## src/rtl/wb_port_arbiter.sv

```systemverilog
// Writeback-port arbiter: one held result slot per execution unit, round-robin grant onto a single port.
// Optional conflict counter is compiled in when WB_ARB_PERF_CNT_EN is defined.
module wb_port_arbiter #(
  parameter int NUM_UNITS     = 9,
  parameter int RD_ADDR_WIDTH = 5,
  parameter int DATA_WIDTH    = 32,
  localparam int UNIT_W       = (NUM_UNITS > 1) ? $clog2(NUM_UNITS) : 1
) (
  input  logic                                clk,
  input  logic                                reset_n,
  input  logic                                flush,
  input  logic [NUM_UNITS-1:0]                unit_valid,
  output logic [NUM_UNITS-1:0]                unit_ready,
  input  logic [NUM_UNITS*RD_ADDR_WIDTH-1:0]  unit_rd,
  input  logic [NUM_UNITS-1:0]                unit_is_fp,
  input  logic [NUM_UNITS*DATA_WIDTH-1:0]     unit_data,
  input  logic [NUM_UNITS-1:0]                clear_rd,
  output logic                                wb_valid,
  input  logic                                wb_ready,
  output logic [UNIT_W-1:0]                   wb_unit,
  output logic [RD_ADDR_WIDTH-1:0]            wb_rd,
  output logic                                wb_is_fp,
  output logic [DATA_WIDTH-1:0]               wb_data,
  output logic [NUM_UNITS-1:0]                pend_busy,
  output logic [NUM_UNITS*RD_ADDR_WIDTH-1:0]  pend_rd,
  output logic [15:0]                         conflict_cnt
);

  logic [NUM_UNITS-1:0]     slot_valid;
  logic [RD_ADDR_WIDTH-1:0] slot_rd   [NUM_UNITS];
  logic                     slot_is_fp[NUM_UNITS];
  logic [DATA_WIDTH-1:0]    slot_data [NUM_UNITS];

  logic [NUM_UNITS-1:0] eligible;
  logic [NUM_UNITS-1:0] grant;
  logic [UNIT_W-1:0]    grant_idx;
  logic                 grant_found;
  logic [UNIT_W-1:0]    rr_ptr_reg;
  int                   scan_idx;

  assign eligible   = slot_valid & ~clear_rd;
  assign unit_ready = {NUM_UNITS{reset_n}} &
                      (~slot_valid | (grant & {NUM_UNITS{wb_ready & ~flush}}));

  // Scan starts at rr_ptr and wraps; the first eligible slot wins.
  always_comb begin
    grant       = '0;
    grant_idx   = '0;
    grant_found = 1'b0;
    scan_idx    = 0;
    for (int k = 0; k < NUM_UNITS; k++) begin
      scan_idx = int'(rr_ptr_reg) + k;
      if (scan_idx >= NUM_UNITS) scan_idx = scan_idx - NUM_UNITS;
      if (!grant_found && eligible[scan_idx]) begin
        grant_found        = 1'b1;
        grant_idx          = UNIT_W'(scan_idx);
        grant[scan_idx]    = 1'b1;
      end
    end
  end

  assign wb_valid = grant_found;
  assign wb_unit  = grant_idx;
  assign wb_rd    = grant_found ? slot_rd[grant_idx]    : '0;
  assign wb_is_fp = grant_found ? slot_is_fp[grant_idx] : 1'b0;
  assign wb_data  = grant_found ? slot_data[grant_idx]  : '0;

  always_ff @(posedge clk or negedge reset_n) begin
    if (!reset_n) begin
      rr_ptr_reg <= '0;
    end else if (!flush && grant_found && wb_ready) begin
      rr_ptr_reg <= (grant_idx == UNIT_W'(NUM_UNITS - 1)) ? '0 : grant_idx + 1'b1;
    end
  end

  generate
    for (genvar gi = 0; gi < NUM_UNITS; gi++) begin : g_slot
      logic                     valid_reg;
      logic [RD_ADDR_WIDTH-1:0] rd_reg;
      logic                     is_fp_reg;
      logic [DATA_WIDTH-1:0]    data_reg;

      // Priority: flush, then WAW kill (drops any same-cycle capture), then capture, then retire.
      always_ff @(posedge clk or negedge reset_n) begin
        if (!reset_n) begin
          valid_reg <= 1'b0;
          rd_reg    <= '0;
          is_fp_reg <= 1'b0;
          data_reg  <= '0;
        end else if (flush || clear_rd[gi]) begin
          valid_reg <= 1'b0;
        end else if (unit_valid[gi] && unit_ready[gi]) begin
          valid_reg <= 1'b1;
          rd_reg    <= unit_rd[gi*RD_ADDR_WIDTH +: RD_ADDR_WIDTH];
          is_fp_reg <= unit_is_fp[gi];
          data_reg  <= unit_data[gi*DATA_WIDTH +: DATA_WIDTH];
        end else if (grant[gi] && wb_ready) begin
          valid_reg <= 1'b0;
        end
      end

      assign slot_valid[gi] = valid_reg;
      assign slot_rd[gi]    = rd_reg;
      assign slot_is_fp[gi] = is_fp_reg;
      assign slot_data[gi]  = data_reg;
      assign pend_rd[gi*RD_ADDR_WIDTH +: RD_ADDR_WIDTH] = rd_reg;
    end
  endgenerate

  assign pend_busy = slot_valid;

`ifdef WB_ARB_PERF_CNT_EN
  logic        multi_eligible;
  logic [15:0] conflict_cnt_reg;

  // Nonzero after clearing the lowest set bit means at least two slots compete.
  assign multi_eligible = |(eligible & (eligible - 1'b1));

  always_ff @(posedge clk or negedge reset_n) begin
    if (!reset_n) begin
      conflict_cnt_reg <= 16'h0000;
    end else if (multi_eligible && conflict_cnt_reg != 16'hFFFF) begin
      conflict_cnt_reg <= conflict_cnt_reg + 16'h0001;
    end
  end

  assign conflict_cnt = conflict_cnt_reg;
`else
  assign conflict_cnt = 16'h0000;
`endif

endmodule

```

## config.mk

```make
export PLATFORM = sky130hd
export DESIGN_NAME = wb_port_arbiter
export DESIGN_NICKNAME = d
export VERILOG_FILES = /design/src/rtl/wb_port_arbiter.sv
export SDC_FILE = /design/constraint.sdc
export NUM_CORES = 1
export LEC_CHECK = 0
export CELL_PAD_IN_SITES_DETAIL_PLACEMENT = 1
export CELL_PAD_IN_SITES_GLOBAL_PLACEMENT = 1
export CORE_ASPECT_RATIO = 1.4
export CORE_MARGIN = 8
export CORE_UTILIZATION = 43
export CTS_CLUSTER_SIZE = 40
export DETAILED_ROUTE_END_ITERATION = 8
export PLACE_DENSITY_LB_ADDON = 0.08
export SETUP_SLACK_MARGIN = 0.2
export SYNTH_ARGS = -nofsm -noshare
export SYNTH_HDL_FRONTEND = slang
export SYNTH_SLANG_ARGS = --single-unit
```

## constraint.sdc

```tcl
create_clock -name clk -period 13.6 [get_ports clk]
set_clock_uncertainty 0.15 [all_clocks]
set_input_delay 2.72 -clock clk [delete_from_list [all_inputs] [get_ports clk]]
set_output_delay 2.72 -clock clk [all_outputs]
set_load 0.01 [all_outputs]
```

==> results <==
[synthesized netlist by cell type, types with 29 or more instances]
master,number
nor3_1,30
a21oi_1,81
nand3_1,95
mux2i_1,65
o21ai_0,71
clkbuf_1,64
mux2_2,337
buf_4,39
dfrtp_1,355
nor2_1,71
inv_1,46
o211ai_1,75
buf_2,55
nand2_1,247
a31oi_1,29
[cells in the final DEF, fill, tap and decap left out, drive strengths merged, types with 19 or more instances in the layout]
cell and n:
a211oi 22, a21o 19, a21oi 84, a221oi 24, a31oi 29, buf 59
clkbuf 52, clkdlybuf4s50 468, dfrtp 355, diode 46, ha 24, inv 53
mux2 355, mux2i 65, nand2 247, nand2b 26, nand3 97, nor2 72
nor2b 27, nor3 32, o2111ai 24, o211ai 76, o21ai 80, xnor2 24
[metrics by stage]
stage	instances	worst slack, ns	utilization	area (um2)	hold slack (ns)
CTS	3252	1.33	0.562	28700	0.361
detailed placement	3184	1.42	0.536	27400	0.343
global placement	3184	1.48	0.536	27400	0.336
floorplan	2186	4.48	-	22300	0.323
finish	3298	0.746	0.564	28900	0.360
global route	3288	0.517	0.564	28800	0.376
[cell families after synthesis]
| logic type | after synthesis | share of synthesized area |
|---|---|---|
| compound gates | 518 | 0.174 |
| other cells | 1 | 0.000169 |
| flops | 355 | 0.399 |
| fa+ha+maj | 25 | 0.0140 |
| simple gates | 587 | 0.130 |
| xor+xnor | 29 | 0.0124 |
| buf+inv | 230 | 0.0519 |
| mux | 426 | 0.218 |
[worst reg2reg max path, stage by stage (launching register included)]
cell,delay [ns]
dfrtp_4,0.76
inv_2,0.45
ha_1,0.34
buf_4,0.22
nor2b_1,0.19
o21bai_1,0.82
o21ai_0,0.65
o211ai_1,0.30
a31oi_1,0.38
a211oi_2,0.47
nand3_2,0.46
a2111oi_4,0.76
a32oi_1,0.21
nand3_1,0.26
a21bo_2,0.18
and4b_2,1.02
mux2_2,0.48
[final cells by class]
class | count | area share
sequential | 355 | 0.308
tap | 650 | 0.0282
clock buffer | 52 | 0.0379
clock inverter | 16 | 0.00811
antenna | 46 | 0.00399
timing repair buffer | 527 | 0.178
inverter | 51 | 0.00681
multi-input combinational | 1601 | 0.429
[per-layer routing]
metal	vias up	GRT usage
met4	6	0.403
met5	-	0
li1	8891	-
met1	11400	0.416
met2	1503	0.727
met3	648	0.0896
[worst min-delay path by stage]
| stage | start | cells past startpoint | end |
|---|---|---|---|
| after floorplan | g_slot[6].data_reg[7] | 1 | g_slot[6].data_reg[7] |
| final | g_slot[6].data_reg[25] | 1 | g_slot[6].data_reg[25] |
| after global routing | g_slot[6].data_reg[7] | 1 | g_slot[6].data_reg[7] |
| after global placement | g_slot[6].data_reg[18] | 1 | g_slot[6].data_reg[18] |
| after detailed placement | g_slot[7].data_reg[12] | 1 | g_slot[7].data_reg[12] |
| after CTS | g_slot[6].data_reg[25] | 1 | g_slot[6].data_reg[25] |
==> impl_metrics.tcl <==
set metrics [dict create \
    dr_wl_met2_um 65300 \
    path_class "reg2out" \
    routed_wl_um 133000 \
    syn2layout_area_growth_pct 29.7 \
    syn_area_per_cell_um2 10.2 \
    slowest_delay_ns 0.82 \
    fmax_ghz 0.0778 \
    grt_use_total 0.421 \
    wl_met1_um 42000 \
    worst_ep_arrival_time_ns 9.98 \
    cts_hold_buffers 0 \
    r2r-end "g_slot[2].data_reg[31]" \
    cts.sinks 355 \
    cts_resized 0 \
    largest_reg_flops 288 \
    multi_input_area_mm2 0.0124 \
    max_slew_margin 0.145 \
    crit_family "compound AO/OA/AOI/OAI gates" \
    numCtsBuffers 38 \
    seqCellArea_mm2 0.00889 \
    clk_pin_slew_ns 0.07 \
    core_area_mm2 0.0511 \
    netlist_top_cells_area "dfrtp_1 (40%), mux2_2 (17%), nand2_1 (4.2%)" \
    wl_per_cell_um 40.4 \
    std_cell_rows 98 \
    grt_pass1_wl_um 182000 \
    cp-end-kind "primary output" \
    nNetsFinal 2962 \
    clk_latency_ns 0.58 \
    h-tree-depth 2 \
    tightest_slew_ns 1.28 \
    synth_warnings 0 \
    synth_area_leader_cell "dfrtp_1" \
    place_congestion 0.991 \
    startpoint "rr_ptr_reg[0]" \
    setup_viol 0 \
    initial_core_util 0.435 \
    cap_violations 0 \
    period_needed_ns 12.85 \
    cp-start-kind "flop" \
    io_pins 486 \
    num_vias 22500 \
    worstPathBufferInverterCount 4 \
    grt_max_degree 109 \
    period_share 0.945 \
    dieArea_mm2 0.0594 \
    ys_ff_latch 355 \
    syn_inst 2171 \
    crit_chain "inv_2 > ha_1 > buf_4 > nor2b_1 > o21bai_1 > o21ai_0 > o211ai_1 > a31oi_1 > a211oi_2 > nand3_2 > nor2_1 > mux2_2 > nor2_1 > inv_1 > nand2_1 > o2111ai_1 > a221oi_1 > clkdlybuf4s50_1" \
    path_max_fanout 38 \
    grt_pass1_vias 24300 \
    slew_viol_final 0 \
    final_layout_size_suffix_gt1_frac 0.211 \
    async_flop_share 1.00 \
    top_layer "met5" \
    netlist.area_leader.share 0.399 \
    critPathCapture "wb_data[0]" \
    io_buffers 469 \
    cts_tree "built" \
    crit_cells 18 \
    final.fill_count 5373 \
    grt-ovfl-total 0 \
    drc_errors 0 \
    synthFlopType "dfrtp_1" \
    cpMaxStageDelayCell "o21bai_1" \
    tns_ns 0 \
    root_buffer "clkbuf_16" \
    reg2regPathDepth 16 \
    postCtsSetupBuffers 0 \
    viasPerCell 6.81 \
    crit_top_cell "nor2_1" \
    die_h_um 285 \
    yosysSeqAreaShare 0.399 \
    drtPass1Iterations 7 \
    ant_nets 0 \
    hold_class "reg2reg" \
    die_w_um 208 \
    status "finished, final reports clean" \
    antenna_found_initial 42 \
    dp_hpwl_um 91100 \
    synth.distinct_cells 111 \
    synth-edff-count 0 \
    synth_area_mm2 0.0222 \
    clk_path_buf_depth 3 \
    dr_wl_met3_um 10100 \
    hold_viol_final 0 \
    rsz0062_at_grt "false" \
    worstPathRequired_ns 10.73 \
    reg2reg_from "rr_ptr_reg[0]" \
    drtIter0Drc 2101 \
    r2r_setup_slack_ns 5.36 \
]
Power of run 1 is not shown: default switching activity piles up to over one toggle a cycle in this logic, so the estimate is an artifact.
